--- src/rtl/alu_pkt_initiator.sv ---
// alu_pkt_initiator
//   Turns an ALU command plus its 32-bit operands into a byte packet for a UART
//   transmitter, then collects the response bytes and returns them as 32-bit words.
//
//   Packet: opcode, 0x00, len[7:0], len[15:8], then every operand LSB first,
//   where len = 4 + 4*count.
//   Response: count words for ECHO, one word for every other opcode, each
//   assembled LSB first from the receive stream.
//
//   Opcodes: ECHO=0x01, ADD=0x02, MUL=0x03, DIV=0x04. Any other opcode, or a
//   count of 0, is rejected.
//
// Ports
//   clk_i, rst_ni                       clock, async active-low reset
//   cmd_valid_i/cmd_ready_o             command handshake
//   cmd_opcode_i, cmd_count_i           opcode and operand count (1..15)
//   op_valid_i/op_ready_o/op_data_i     operand word stream
//   tx_valid_o/tx_ready_i/tx_data_o     bytes toward the UART transmitter
//   rx_valid_i/rx_ready_o/rx_data_i     bytes from the UART receiver
//   rsp_valid_o/rsp_ready_i/rsp_data_o  result words
//   busy_o                              high whenever not idle
//   err_o                               one-cycle pulse: rejected command or timeout
module alu_pkt_initiator #(
  parameter int unsigned DATA_WIDTH     = 8,
  parameter int unsigned TIMEOUT_CYCLES = 100000
) (
  input  logic                  clk_i,
  input  logic                  rst_ni,
  input  logic                  cmd_valid_i,
  output logic                  cmd_ready_o,
  input  logic [7:0]            cmd_opcode_i,
  input  logic [3:0]            cmd_count_i,
  input  logic                  op_valid_i,
  output logic                  op_ready_o,
  input  logic [31:0]           op_data_i,
  output logic                  tx_valid_o,
  input  logic                  tx_ready_i,
  output logic [DATA_WIDTH-1:0] tx_data_o,
  input  logic                  rx_valid_i,
  output logic                  rx_ready_o,
  input  logic [DATA_WIDTH-1:0] rx_data_i,
  output logic                  rsp_valid_o,
  input  logic                  rsp_ready_i,
  output logic [31:0]           rsp_data_o,
  output logic                  busy_o,
  output logic                  err_o
);

  localparam logic [7:0]  OPCODE_ECHO = 8'h01;
  localparam logic [7:0]  OPCODE_ADD  = 8'h02;
  localparam logic [7:0]  OPCODE_MUL  = 8'h03;
  localparam logic [7:0]  OPCODE_DIV  = 8'h04;
  localparam logic [31:0] TimeoutLast = 32'(TIMEOUT_CYCLES - 1);

  typedef enum logic [2:0] {
    StIdle,
    StHeader,
    StPayload,
    StResponse,
    StDeliver
  } state_e;

  state_e                state_q, state_d;
  logic [3:0]            count_q, count_d;
  logic [1:0]            hdr_idx_q, hdr_idx_d;     // header byte currently presented
  logic [1:0]            byte_idx_q, byte_idx_d;   // next operand byte to load
  logic [3:0]            fetched_q, fetched_d;     // operand words accepted
  logic [3:0]            sent_q, sent_d;           // operand words fully loaded into tx
  logic [31:0]           op_q, op_d;
  logic                  op_full_q, op_full_d;
  logic                  tx_valid_q, tx_valid_d;
  logic [DATA_WIDTH-1:0] tx_data_q, tx_data_d;
  logic [1:0]            rx_idx_q, rx_idx_d;
  logic [31:0]           word_q, word_d;
  logic [3:0]            words_left_q, words_left_d;
  logic [31:0]           idle_q, idle_d;
  logic                  err_q, err_d;

  logic        cmd_legal;
  logic        op_acc, rx_acc, tx_free;
  logic        src_valid;
  logic [31:0] src_word;
  logic [15:0] pkt_len;

  assign cmd_ready_o = (state_q == StIdle);
  assign rx_ready_o  = (state_q == StIdle) || (state_q == StResponse);
  assign op_ready_o  = ((state_q == StHeader) || (state_q == StPayload)) && !op_full_q &&
                       (fetched_q != count_q);
  assign tx_valid_o  = tx_valid_q;
  assign tx_data_o   = tx_data_q;
  assign rsp_valid_o = (state_q == StDeliver);
  assign rsp_data_o  = word_q;
  assign busy_o      = (state_q != StIdle);
  assign err_o       = err_q;

  assign cmd_legal = (cmd_count_i != 4'd0) &&
                     ((cmd_opcode_i == OPCODE_ECHO) || (cmd_opcode_i == OPCODE_ADD) ||
                      (cmd_opcode_i == OPCODE_MUL)  || (cmd_opcode_i == OPCODE_DIV));

  assign op_acc  = op_valid_i && op_ready_o;
  assign rx_acc  = rx_valid_i && rx_ready_o;
  assign tx_free = !tx_valid_q || tx_ready_i;
  assign pkt_len = 16'd4 + {10'd0, count_q, 2'b00};

  // A word accepted this cycle can feed the transmitter directly, which keeps
  // the byte stream gap-free across operand boundaries.
  assign src_valid = op_full_q || op_acc;
  assign src_word  = op_full_q ? op_q : op_data_i;

  always_comb begin
    state_d      = state_q;
    count_d      = count_q;
    hdr_idx_d    = hdr_idx_q;
    byte_idx_d   = byte_idx_q;
    fetched_d    = fetched_q;
    sent_d       = sent_q;
    op_d         = op_q;
    op_full_d    = op_full_q;
    tx_valid_d   = tx_valid_q;
    tx_data_d    = tx_data_q;
    rx_idx_d     = rx_idx_q;
    word_d       = word_q;
    words_left_d = words_left_q;
    idle_d       = idle_q;
    err_d        = 1'b0;

    if (op_acc) begin
      op_d      = op_data_i;
      op_full_d = 1'b1;
      fetched_d = fetched_q + 4'd1;
    end

    unique case (state_q)
      StIdle: begin
        if (cmd_valid_i) begin
          if (cmd_legal) begin
            state_d      = StHeader;
            count_d      = cmd_count_i;
            hdr_idx_d    = 2'd0;
            byte_idx_d   = 2'd0;
            fetched_d    = 4'd0;
            sent_d       = 4'd0;
            op_full_d    = 1'b0;
            tx_valid_d   = 1'b1;
            tx_data_d    = DATA_WIDTH'(cmd_opcode_i);
            rx_idx_d     = 2'd0;
            words_left_d = (cmd_opcode_i == OPCODE_ECHO) ? cmd_count_i : 4'd1;
          end else begin
            err_d = 1'b1;
          end
        end
      end

      StHeader, StPayload: begin
        if (tx_free) begin
          if ((state_q == StHeader) && (hdr_idx_q != 2'd3)) begin
            hdr_idx_d  = hdr_idx_q + 2'd1;
            tx_valid_d = 1'b1;
            case (hdr_idx_q)
              2'd0:    tx_data_d = '0;
              2'd1:    tx_data_d = DATA_WIDTH'(pkt_len[7:0]);
              default: tx_data_d = DATA_WIDTH'(pkt_len[15:8]);
            endcase
          end else begin
            state_d = StPayload;
            if (src_valid) begin
              tx_valid_d = 1'b1;
              tx_data_d  = DATA_WIDTH'(src_word[{byte_idx_q, 3'b000} +: 8]);
              byte_idx_d = byte_idx_q + 2'd1;
              if (byte_idx_q == 2'd3) begin
                op_full_d = 1'b0;
                sent_d    = sent_q + 4'd1;
              end
            end else begin
              tx_valid_d = 1'b0;
              // Last payload byte has just gone out.
              if (sent_q == count_q) begin
                state_d  = StResponse;
                idle_d   = '0;
                rx_idx_d = 2'd0;
              end
            end
          end
        end
      end

      StResponse: begin
        if (rx_acc) begin
          word_d[{rx_idx_q, 3'b000} +: 8] = rx_data_i[7:0];
          rx_idx_d = rx_idx_q + 2'd1;
          idle_d   = '0;
          if (rx_idx_q == 2'd3) begin
            state_d = StDeliver;
          end
        end else if (idle_q >= TimeoutLast) begin
          err_d    = 1'b1;
          state_d  = StIdle;
          rx_idx_d = 2'd0;
          word_d   = '0;
          idle_d   = '0;
        end else begin
          idle_d = idle_q + 32'd1;
        end
      end

      StDeliver: begin
        if (rsp_ready_i) begin
          words_left_d = words_left_q - 4'd1;
          if (words_left_q == 4'd1) begin
            state_d = StIdle;
          end else begin
            state_d = StResponse;
            idle_d  = '0;
          end
        end
      end

      default: state_d = StIdle;
    endcase
  end

  always_ff @(posedge clk_i or negedge rst_ni) begin
    if (!rst_ni) begin
      state_q      <= StIdle;
      count_q      <= '0;
      hdr_idx_q    <= '0;
      byte_idx_q   <= '0;
      fetched_q    <= '0;
      sent_q       <= '0;
      op_q         <= '0;
      op_full_q    <= 1'b0;
      tx_valid_q   <= 1'b0;
      tx_data_q    <= '0;
      rx_idx_q     <= '0;
      word_q       <= '0;
      words_left_q <= '0;
      idle_q       <= '0;
      err_q        <= 1'b0;
    end else begin
      state_q      <= state_d;
      count_q      <= count_d;
      hdr_idx_q    <= hdr_idx_d;
      byte_idx_q   <= byte_idx_d;
      fetched_q    <= fetched_d;
      sent_q       <= sent_d;
      op_q         <= op_d;
      op_full_q    <= op_full_d;
      tx_valid_q   <= tx_valid_d;
      tx_data_q    <= tx_data_d;
      rx_idx_q     <= rx_idx_d;
      word_q       <= word_d;
      words_left_q <= words_left_d;
      idle_q       <= idle_d;
      err_q        <= err_d;
    end
  end

endmodule

--- config.mk ---
export PLATFORM = sky130hd
export DESIGN_NAME = alu_pkt_initiator
export DESIGN_NICKNAME = d
export VERILOG_FILES = /design/src/rtl/alu_pkt_initiator.sv
export SDC_FILE = /design/constraint.sdc
export NUM_CORES = 1
export LEC_CHECK = 0
export ABC_AREA = 1
export ABC_CLOCK_PERIOD_IN_PS = 2950
export BUFFER_PORTS_ARGS = -buffer_cell sky130_fd_sc_hd__buf_4
export CAP_MARGIN = 20
export CORE_MARGIN = 3
export CORE_UTILIZATION = 45
export CTS_CLUSTER_DIAMETER = 200
export CTS_CLUSTER_SIZE = 8
export DETAILED_ROUTE_END_ITERATION = 8
export GPL_TIMING_DRIVEN = 0
export PLACE_DENSITY = 0.62
export SLEW_MARGIN = 20
export SYNTH_ARGS = -nofsm -noshare
export SYNTH_HDL_FRONTEND = slang
export SYNTH_SLANG_ARGS = --single-unit
export TNS_END_PERCENT = 10
--- constraint.sdc ---
create_clock -name clk_i -period 2.95 [get_ports clk_i]
set_input_delay 0.295 -clock clk_i [delete_from_list [all_inputs] [get_ports clk_i]]
set_output_delay 0.295 -clock clk_i [all_outputs]
set_load 0.1 [all_outputs]
==> results.txt, run 1 <==
----------------------------------------------------
[Status]
  Outcome ... finished clean

[Clock network]
  CTS max path bufs ... 2
  Clk sink count ... 132
  Post-cts sizing count ... 0
  Clock root buffer ... clkbuf_16
  Clock-pin slew reported for the worst setup and hold paths after clock tree synthesis ... 0.06 ns
  Total clock buffers created by CTS ... 17
  TritonCTS clock tree ... built
  Clock latency of the later-clocked register in the worst-skew pair ... 0.43 ns
  H-tree depth ... 4

[Timing]
  Number of endpoints with negative hold slack in the final report ... 0
  Tcrit/Tclk final ... 74.0%
  Final worst path period need ... 2.18 ns
  Max-Slew Margin vs Limit ... 18.0%
  Total Neg Setup Slack ... 0 ns
  Final max-slew violation count ... 0
  Setup repair after global routing missed its margin ... false
  Slew at the pin closest to its max-slew limit ... 1.22 ns
  Maximum frequency from static timing analysis ... 0.458 GHz
  Clock skew ... 0.0113 ns
  Final-layout worst hold slack ... 0.0623 ns
  Worst-case setup margin in the final layout ... 0.767 ns
  Final setup violation count ... 0

[Run]
  Number of maximum-capacitance constraint violations ... 0

[Logic synthesis]
  EDFF count, synth ... 0
  Synth Instances ... 975
  Async set or reset register ratio after synthesis ... 100%
  Synth cell types ... 41
  Synthesized area divided by synthesized cell count ... 7.44 µm²
  Synth warn ... 0
  Sequential-to-total area share from yosys stat ... 45.5%
  Post-Synthesis Net Count ... 1,047
  Leading register cell type out of synthesis ... dfrtp_1
  Flops & latches, synth ... 132
  Synth Cell Area ... 7260 µm²

[Placement]
  IO buf count ... 105
  Final RePlAce weighted congestion ... 0.828
  Detailed placement HPWL ... 14.3 mm
  Worst slack at placement ... 0.863 ns

[Global routing]
  Grt met3 use ... 4.94%
  Maximum number of pins on one net before global-route repair ... 71
  Met2 capacity usage during global routing ... 33.3%
  Met1 track demand over resource in global routing ... 33.8%
  Antenna violations before repair ... 0
  Total grt overflow ... 0
  First-pass GRT wire length ... 32.4 mm
  Global route hottest layer ... met1
  Global routing usage summed across all routing layers ... 22.6%
  Via count of the first global-routing pass ... 6,314

[Floorplan]
  Die outline width ... 133 µm
  I/O pin total ... 106
  Floorplan die height ... 133 µm
  Die ar. ... 17,700 µm²
  Core Rows ... 45
  Core area ... 15,500 µm²
  Initial Utilization ... 46.9%

[Critical path]
  CP Capture Type ... primary output
  Critical path cell sequence ... a21oi_2, nand2_4, nor2_2, and2_1, buf_4
  Critical path arrival ... 1.89 ns
  Gate family responsible for the most delay along the worst path ... flip-flops
  Cell at the slowest stage of the critical path ... dfrtp_1
  Type of element launching the critical path ... flop
  Crit-path max FO ... 9
  Critical Path RT ... 2.65 ns
  CP Class ... flop to primary output
  Buffering stage count on the worst path with inverters included ... 1
  Highest cell delay on the worst timing path ... 0.46 ns

[Finish]
  Net total in the final layout ... 1,173
  # diodes ... 0
  Layout cell share with drive strength beyond 1 ... 16.8%
  Area overhead of the layout relative to synthesis ... 23.9%
  Utilization after layout ... 58.1%

[Detailed routing]
  Remaining number of nets flagged by the antenna check after routing ... 0
  Detailed-route wire length per cell ... 14.7 µm
  Number of DRC violations after detailed-routing iteration 0 ... 501
  DRC violation count after routing ... 0
  Number of optimization iterations in the first detailed-route pass ... 5
  Wire length reported by the detailed router ... 19.5 mm
  Vias after detailed routing ... 6,689
  Via density ... 5.05

[Pwr]
  Power Density ... 1070 nW/µm²
  Leakage ... 4.60 nW
  Worst supply voltage drop on vdd ... 0.745 mV

[Min path]
  Path type of the worst min-delay path ... input port to flop

----------------------------------------------------
synth_stat cells (4+ instances only):
cell type	count	area share, %
inv_1	108	5.6
a31oi_1	5	0.43
nand3_1	90	6.2
buf_2	9	0.62
nand2_2	6	0.52
nand3_2	6	0.83
xnor2_1	5	0.60
o211ai_1	12	1.2
clkbuf_1	15	0.78
nand2_1	296	15
o21ai_0	76	5.2
nand4_1	10	0.86
inv_2	4	0.21
ha_1	13	2.2
nor3_1	10	0.69
o21ai_1	21	1.4
nor2_1	93	4.8
nor2_2	6	0.52
dfrtp_1	132	46
xor2_1	12	1.4
buf_6	5	0.78
a21oi_1	13	0.90
metrics by stage:
stage	total power [W]	instance area [µm²]	cells
after floorplan	0.00608	7260	975
after global placement	0.00723	8310	1291
after detailed placement	0.00728	8340	1292
after CTS	0.00964	8990	1325
after global routing	0.0102	8990	1325
final	0.00960	8990	1325
state kept, by name (all words and copies together), names as in the netlist:
register      cells
rsp_data_o       32
fetched_q         4
rx_idx_q          2
count_q           4
byte_idx_q        2
hdr_idx_q         2
err_o             1
op_full_q         1
words_left_q      4
op_q             32
idle_q           32
tx_data_o         8
state_q           3
sent_q            4
tx_valid_o        1
worst paths after layout:
path / startpoint / to / cells past startpoint / slack [ns]
max: state_q[0]$_DFFE_PN0P_ / op_ready_o / 5 / 0.77
min: op_data_i[0] / op_q[0]$_DFFE_PN0N_ / 3 / 0.06
max reg2reg: count_q[0]$_DFFE_PN0P_ / op_q[23]$_DFFE_PN0N_ / 10 / 0.83
min reg2reg: tx_data_o[7]$_DFFE_PN0P_ / tx_data_o[7]$_DFFE_PN0P_ / 2 / 0.48
max in group asynchronous: rst_ni / rsp_data_o[7]$_DFFE_PN0P_ / 3 / 1.84
min in group asynchronous: rst_ni / op_q[9]$_DFFE_PN0N_ / 2 / 0.39
power by group:
group          internal [W]  total, W  switching, W
Combinational       0.00126   0.00459       0.00333
Clock               0.00150   0.00234      0.000841
Sequential          0.00230   0.00267      0.000373
layout by cell type (no fill, tap or decap), types with 3 or more instances in the layout:
cell       instances
nand4_1           10
inv_2              4
clkbuf_16         17
o21ai_0           76
buf_2              9
o21ai_1           21
nand3_2            6
xnor2_1            5
a31oi_1            5
nand3_1           90
clkbuf_1          17
nand2_2            6
a21oi_1           13
dfrtp_1          132
nor3_1            10
clkinv_2           3
nor2_1            93
inv_1            108
buf_4            106
buf_6              5
xor2_1            12
nand2_4            3
nand2_1          296
o211ai_1          12
ha_1              13
bufinv_16          5
nor2_2             6
final cells by class:
type | count | area [µm²]
flip-flops and latches | 132 | 3300
plain buffers | 32 | 176
clock inverters | 13 | 206
well taps | 211 | 264
inverters | 115 | 434
repair buffers | 107 | 833
clock buffers | 19 | 433
multi-input cells | 696 | 3340
fillers | 1470 | 6490
layer usage:
| layer | up-vias | share of wire [%] |
|---|---|---|
| met1 | 3112 | 49 |
| met3 | 18 | 5.9 |
| li1 | 3372 | - |
| met5 | - | 0 |
| met4 | 0 | 1.3 |
| met2 | 187 | 43 |
worst min-delay path: cells and delay by family:
| kind | cells | cell delay (ns) |
|---|---|---|
| AND/OR/NAND/NOR | 2 | 0.08 |
| buffers and inverters | 1 | 0.08 |
cell families after synthesis:
group	after synthesis	synth area share, %
adders and majority gates	13	2.24
AOI/OAI and AO/OA	135	10.2
buffers and inverters	147	8.41
and+or+nand+nor	531	31.6
xor gates and xnor gates	17	2.05
DFF	132	45.5
what timing repair did:
item | in CTS | in global routing
setup endpoints to repair | 0 | 0
endpoints found under the hold margin | 62 | 0
hold buffers | 1 | 0
buffers inserted | 0 | 0
Note: power is estimated with default switching activity, not from simulation.
==> inputs of run 2 (changes only) <==
--- a/config.mk
+++ b/config.mk
@@ -6,7 +6,7 @@
 export NUM_CORES = 1
 export LEC_CHECK = 0
 export ABC_AREA = 1
-export ABC_CLOCK_PERIOD_IN_PS = 2950
+export ABC_CLOCK_PERIOD_IN_PS = 1750
 export BUFFER_PORTS_ARGS = -buffer_cell sky130_fd_sc_hd__buf_4
 export CAP_MARGIN = 20
 export CORE_MARGIN = 3
@@ -15,7 +15,7 @@
 export CTS_CLUSTER_SIZE = 8
 export DETAILED_ROUTE_END_ITERATION = 8
 export GPL_TIMING_DRIVEN = 0
-export PLACE_DENSITY = 0.62
+export PLACE_DENSITY = 0.65
 export SLEW_MARGIN = 20
 export SYNTH_ARGS = -nofsm -noshare
 export SYNTH_HDL_FRONTEND = slang
==> constraint.sdc (replaced) <==
create_clock -name clk_i -period 1.75 [get_ports clk_i]
set_input_delay 0.175 -clock clk_i [delete_from_list [all_inputs] [get_ports clk_i]]
set_output_delay 0.175 -clock clk_i [all_outputs]
set_load 0.1 [all_outputs]
==> results.txt, run 2 (same netlist as run 1, synthesis figures left out) <==
----------------------------------------------------
[Global routing]
  Total grt overflow ... 0 (unchanged)
  Maximum number of pins on one net before global-route repair ... 74 (+4.2%)
  Antenna violations before repair ... 0 (unchanged)
  Met1 track demand over resource in global routing ... 33.3% (-0.50 points)
  Via count of the first global-routing pass ... 6,794 (+7.6%)
  Met2 capacity usage during global routing ... 36.9% (+3.6 points)
  First-pass GRT wire length ... 33.9 mm (+4.8%)
  Grt met3 use ... 4.49% (-0.46 points)
  Global routing usage summed across all routing layers ... 23.7% (+1.1 points)
  Global route hottest layer ... met2

[Finish]
  Layout cell share with drive strength beyond 1 ... 26.8% (+10 points)
  # diodes ... 0 (unchanged)
  Highest-count cells in the layout ignoring fill and taps ... nand2_1, buf_4, dfrtp_1
  Net total in the final layout ... 1,236 (+5.4%)
  Number of fillers in the final layout ... 1,372 (-6.7%)
  Non-filler cells in the finished layout ... 1,388 (+4.8%)
  Most common cell after layout, fill and taps aside ... nand2_1
  Area overhead of the layout relative to synthesis ... 38.1%

[Timing]
  Final-layout worst hold slack ... 0.0116 ns (-0.0507 ns)
  Final max-slew violation count ... 0 (unchanged)
  Slew at the pin closest to its max-slew limit ... 1.12 ns (-0.0946 ns)
  Final setup violation count ... 61 (+61)
  Final worst path period need ... 1.84 ns
  Setup repair after global routing missed its margin ... true
  Max-Slew Margin vs Limit ... 24.3% (+6.4 points)
  Tcrit/Tclk final ... 105%
  Clock skew ... 0.00667 ns (-0.00460 ns)
  Worst-case setup margin in the final layout ... -0.0902 ns (-0.857 ns)
  Maximum frequency from static timing analysis ... 0.543 GHz
  Number of endpoints with negative hold slack in the final report ... 0 (unchanged)

[Min path]
  Path type of the worst min-delay path ... input port to flop
  Number of instances on the worst hold path ... 3 (unchanged)
  Worst Hold Path EP ... rsp_data_o[1]$_DFFE_PN0P_
  Hold Path Origin ... rx_data_i[1]

[Clock network]
  Clock latency of the later-clocked register in the worst-skew pair ... 0.43 ns (about the same)
  Clock root buffer ... clkbuf_16
  Clk sink count ... 132 (unchanged)
  Total clock buffers created by CTS ... 17 (unchanged)
  H-tree depth ... 4 (unchanged)
  CTS max path bufs ... 2 (unchanged)
  Clock-pin slew reported for the worst setup and hold paths after clock tree synthesis ... 0.06 ns (about the same)
  TritonCTS clock tree ... built

[Placement]
  Detailed placement HPWL ... 14.3 mm (+0.12%)
  Final RePlAce weighted congestion ... 0.833 (+0.62%)
  IO buf count ... 105 (unchanged)
  Number of placed instances with taps included ... 1,292 (unchanged)

[Detailed routing]
  Wire length reported by the detailed router ... 21.0 mm (+7.6%)
  Number of optimization iterations in the first detailed-route pass ... 5 (unchanged)
  Detailed-route wire length per cell ... 15.1 µm (+2.7%)
  Vias after detailed routing ... 7,199 (+7.6%)
  Via density ... 5.19 (+2.7%)
  Remaining number of nets flagged by the antenna check after routing ... 0 (unchanged)
  DRC violation count after routing ... 0 (unchanged)
  Number of DRC violations after detailed-routing iteration 0 ... 480 (-4.2%)

[Floorplan]
  Initial Utilization ... 46.9% (unchanged)
  Die outline width ... 133 µm (unchanged)
  Die ar. ... 17,700 µm² (unchanged)
  I/O pin total ... 106 (unchanged)
  Floorplan die height ... 133 µm (unchanged)
  Core Rows ... 45 (unchanged)
  Core area ... 15,500 µm² (unchanged)

[Critical path]
  Gate family responsible for the most delay along the worst path ... simple AND/OR/NAND/NOR gates
  CP Capture Type ... flop
  Crit-path max FO ... 8 (-1)
  Capture point of the worst reg-to-reg path ... rsp_data_o[4]$_DFFE_PN0P_
  Cell at the slowest stage of the critical path ... dfrtp_2
  Crit path top cell by count ... nand2_4
  Critical path arrival ... 2.20 ns (+0.31 ns)
  Critical Path RT ... 2.11 ns (-0.54 ns)
  Start point of the critical path ... state_q[1]$_DFFE_PN0P_
  CP Class ... flop to flop
  Worst r2r path cells ... 10 (unchanged)
  Type of element launching the critical path ... flop
  Buffering stage count on the worst path with inverters included ... 3 (+2)
  Highest cell delay on the worst timing path ... 0.48 ns (+0.02 ns)
  Reg-to-Reg Start ... state_q[1]$_DFFE_PN0P_
  Slack of the worst reg-to-reg path ... -0.09 ns (-0.92 ns)
  Critical path cell sequence ... nor2_4, buf_6, nand2_8, nand2_4, nand2_4, buf_8, nor4_4, buf_4, nand2_1, o21ai_1

[Run]
  Number of maximum-capacitance constraint violations ... 0 (unchanged)

[Status]
  Outcome ... complete, but fails checks
  Failing checks ... negative setup slack

[Pwr]
  Leakage ... 4.98 nW (+8.3%)
  Worst supply voltage drop on vdd ... 1.34 mV (+80%)
  Power Density ... 1760 nW/µm² (+65%)

----------------------------------------------------
[run 2: changes by cell type in the layout (fill, tap and decap cells not counted), sizes merged]
cell / delta
buf: +43
clkinvlp: +7
bufinv: -3
inv: -4
dlygate4sd3: +20
[run 2: where the power goes]
group	switching (W)	internal, W
clock network	0.00138	0.00216
registers	0.000666	0.00390
logic	0.00628	0.00325
total	0.00833	0.00930
[run 2: final cells by class]
class,count,area [µm²],area share [%]
inverter,115,458,4.57
clock inverter,13,134,1.34
buffer,32,248,2.47
clock buffer,19,453,4.52
sequential,132,3310,33.1
multi-input combinational,696,3690,36.9
timing repair buffer,170,1460,14.5
tap,211,264,2.63
[run 2: how the worst max path moves through the flow]
stage                     depth (start not counted)                          to  slack, ns
after CTS                                         6  rsp_data_o[18]$_DFFE_PN0P_      -0.06
after global routing                             10   rsp_data_o[4]$_DFFE_PN0P_      -0.18
after detailed placement                          9        op_q[12]$_DFFE_PN0N_      -0.31
after global placement                            9        op_q[12]$_DFFE_PN0N_      -0.28
final                                            10   rsp_data_o[4]$_DFFE_PN0P_      -0.09
after floorplan                                  10    tx_data_o[5]$_DFFE_PN0P_      -0.37
[run 2: metrics by stage]
step                      power (W)  setup TNS [ns]  cell area, µm²  setup WS [ns]  util [%]
after global placement       0.0123          -25.91            8350         -0.283      53.9
after global routing         0.0187           -9.34           10000         -0.181      64.7
after detailed placement     0.0124          -24.30            8380         -0.315      54.1
final                        0.0176           -3.09           10000        -0.0902      64.7
after CTS                    0.0168           -1.48            9590        -0.0619      61.9
after floorplan              0.0104          -19.76            7300         -0.374         -
[run 2: tightest hold or removal path, stage by stage]
cell and delay, ns:
buf_4 0.12, nand2_1 0.06, o21ai_1 0.05
[run 2: layer usage]
metal	up-vias	wire, µm
met3	33	1280
li1	3518	-
met5	-	0
met2	225	9590
met1	3423	9740
met4	0	391
[run 2: repair_timing]
item	4_1_cts	5_1_grt
setup buffers	20	18
pin swaps	13	27
gates cloned	1	4
hold buffers	21	0
gates resized for setup	65	109
endpoints found under the hold margin	79	0
endpoints found under the setup margin	129	135
==> inputs of run 3 (changes only) <==
--- a/config.mk
+++ b/config.mk
@@ -20,4 +20,4 @@
 export SYNTH_ARGS = -nofsm -noshare
 export SYNTH_HDL_FRONTEND = slang
 export SYNTH_SLANG_ARGS = --single-unit
-export TNS_END_PERCENT = 10
+export TNS_END_PERCENT = 20
==> results.txt, run 3 (same netlist as run 1, synthesis figures left out) <==
----------------------------------------------------
[Global routing]
  Maximum number of pins on one net before global-route repair ... 69 (-6.8%)
  Via count of the first global-routing pass ... 6,724 (-1.0%)
  Global routing usage summed across all routing layers ... 23.4% (-0.25 points)
  Total grt overflow ... 0 (unchanged)
  Antenna violations before repair ... 0 (unchanged)
  First-pass GRT wire length ... 33.7 mm (-0.65%)

[Placement]
  IO buf count ... 105 (unchanged)
  Number of placed instances with taps included ... 1,292 (unchanged)
  Detailed placement HPWL ... 14.2 mm (-0.68%)
  Final RePlAce weighted congestion ... 0.856 (+2.7%)
  Post-placement cell area ... 8380 µm² (unchanged)

[Timing]
  Max-Slew Margin vs Limit ... 17.0% (-7.4 points)
  Final-layout worst hold slack ... 0.0263 ns (+0.0147 ns)
  Final setup violation count ... 51 (-16%)
  Worst-case setup margin in the final layout ... -0.0882 ns (+0.00199 ns)
  Final max-slew violation count ... 0 (unchanged)
  Maximum frequency from static timing analysis ... 0.544 GHz (+0.11%)
  Final worst path period need ... 1.84 ns (-0.00199 ns)
  Number of endpoints with negative hold slack in the final report ... 0 (unchanged)
  Slew at the pin closest to its max-slew limit ... 1.23 ns (+0.109 ns)
  Setup repair after global routing missed its margin ... true
  Clock skew ... 0.0106 ns (+0.00394 ns)
  Tcrit/Tclk final ... 105% (-0.11 points)

[Clock network]
  Clk sink count ... 132 (unchanged)
  Clock latency of the later-clocked register in the worst-skew pair ... 0.42 ns (about the same)
  TritonCTS clock tree ... built
  CTS max path bufs ... 2 (unchanged)
  Clock root buffer ... clkbuf_16
  H-tree depth ... 4 (unchanged)
  Clock-pin slew reported for the worst setup and hold paths after clock tree synthesis ... 0.06 ns (about the same)
  Total clock buffers created by CTS ... 17 (unchanged)

[Floorplan]
  Floorplan die height ... 133 µm (unchanged)
  Die outline width ... 133 µm (unchanged)
  Core Rows ... 45 (unchanged)
  Core area ... 15,500 µm² (unchanged)
  I/O pin total ... 106 (unchanged)
  Die ar. ... 17,700 µm² (unchanged)
  Initial Utilization ... 46.9% (unchanged)

[Detailed routing]
  Via density ... 5.08 (-2.1%)
  Number of optimization iterations in the first detailed-route pass ... 6 (+1)
  Remaining number of nets flagged by the antenna check after routing ... 0 (unchanged)
  Vias after detailed routing ... 7,013 (-2.6%)
  DRC violation count after routing ... 0 (unchanged)
  Detailed-route wire length per cell ... 14.7 µm (-2.6%)
  Wire length reported by the detailed router ... 20.4 mm (-3.1%)
  Number of DRC violations after detailed-routing iteration 0 ... 460 (-4.2%)

[Status]
  Outcome ... complete, but fails checks
  Failing checks ... negative setup slack

[Critical path]
  Crit-path max FO ... 5 (-3)
  CP Class ... flop to primary output
  CP Capture Type ... primary output
  Critical path arrival ... 1.66 ns (-0.54 ns)
  Type of element launching the critical path ... flop
  Critical Path RT ... 1.57 ns (-0.54 ns)

[Finish]
  Utilization after layout ... 63.9% (-0.78 points)
  Non-filler cells in the finished layout ... 1,381 (-0.50%)
  Most common cell after layout, fill and taps aside ... nand2_1
  Net total in the final layout ... 1,229 (-0.57%)
  # diodes ... 0 (unchanged)
  Layout cell share with drive strength beyond 1 ... 24.4% (-2.4 points)
  Highest-count cells in the layout ignoring fill and taps ... nand2_1, buf_4, dfrtp_1
  Number of fillers in the final layout ... 1,341 (-2.3%)
  Post-route cell area ... 9900 µm² (-1.2%)
  Area overhead of the layout relative to synthesis ... 36.4%

[Min path]
  Path type of the worst min-delay path ... input port to flop

[Pwr]
  Total power of the final layout ... 0.0175 W (-0.50%)
  Power Density ... 1770 nW/µm² (+0.71%)
  Worst supply voltage drop on vdd ... 1.64 mV (+23%)
  Leakage ... 4.97 nW (-0.19%)

[Run]
  Number of maximum-capacitance constraint violations ... 0 (unchanged)

----------------------------------------------------
## run 3: cell count changes in the layout (fill, tap and decap cells not counted), sizes merged, moves of 2 or more
cell      change
inv           +2
clkinvlp      -3
buf           -9
clkinv        -2
clkbuf        +2
bufinv        +2
## run 3: metal layers
metal  vias to the layer above  wire length, µm  global-route usage (%)
li1                       3488                -                       -
met1                      3296             9690                    33.9
met2                       207             9220                    35.5
met3                        22             1190                    5.02
met4                         0              251                    6.81
met5                         -                0                       0
## run 3: final timing paths
kind	slack (ns)	endpoint	cells after the start	startpoint
worst min-delay path	0.03	rsp_data_o[1]$_DFFE_PN0P_	3	rx_data_i[1]
max in group asynchronous	0.72	state_q[0]$_DFFE_PN0P_	3	rst_ni
worst max register to register	-0.06	rsp_data_o[23]$_DFFE_PN0P_	10	state_q[1]$_DFFE_PN0P_
min in group asynchronous	0.28	op_q[4]$_DFFE_PN0N_	2	rst_ni
worst min register to register	0.48	tx_data_o[1]$_DFFE_PN0P_	2	tx_data_o[1]$_DFFE_PN0P_
worst max-delay path	-0.09	op_ready_o	5	state_q[0]$_DFFE_PN0P_
## run 3: repair_timing
action,4_1_cts,5_1_grt
setup endpoints to repair,129,135
resized for setup,60,69
endpoints found under the hold margin,84,0
hold buffers,21,0
pin swaps,10,11
cloned,1,2
setup buffers,21,12
## run 3: through the flow
step	setup TNS, ns	setup slack, ns
3_5_place_dp	-24.13	-0.300
2_1_floorplan	-19.76	-0.374
6_report	-1.25	-0.0882
4_1_cts	-1.70	-0.0813
3_3_place_gp	-25.44	-0.278
5_1_grt	-8.41	-0.160
## run 3: cell type report
class / instances / area (µm²) / area share (%)
timing repair buffer: 162 / 1370 / 13.8
multi-input combinational: 697 / 3620 / 36.6
clock inverter: 12 / 178 / 1.79
inverter: 115 / 449 / 4.54
clock buffer: 20 / 457 / 4.61
sequential: 132 / 3310 / 33.5
tap: 211 / 264 / 2.67
buffer: 32 / 249 / 2.51
## run 3: power by group
group / total, W / internal (W) / switching (W)
logic: 0.00919 / 0.00306 / 0.00613
registers: 0.00452 / 0.00389 / 0.000632
clock network: 0.00383 / 0.00246 / 0.00137
## run 3: worst max-delay path, stage by stage, from the launching register on
cell     delay, ns
dfrtp_2       0.47
a21oi_4       0.20
nand2_4       0.10
nor2_4        0.12
and2_4        0.18
buf_12        0.17
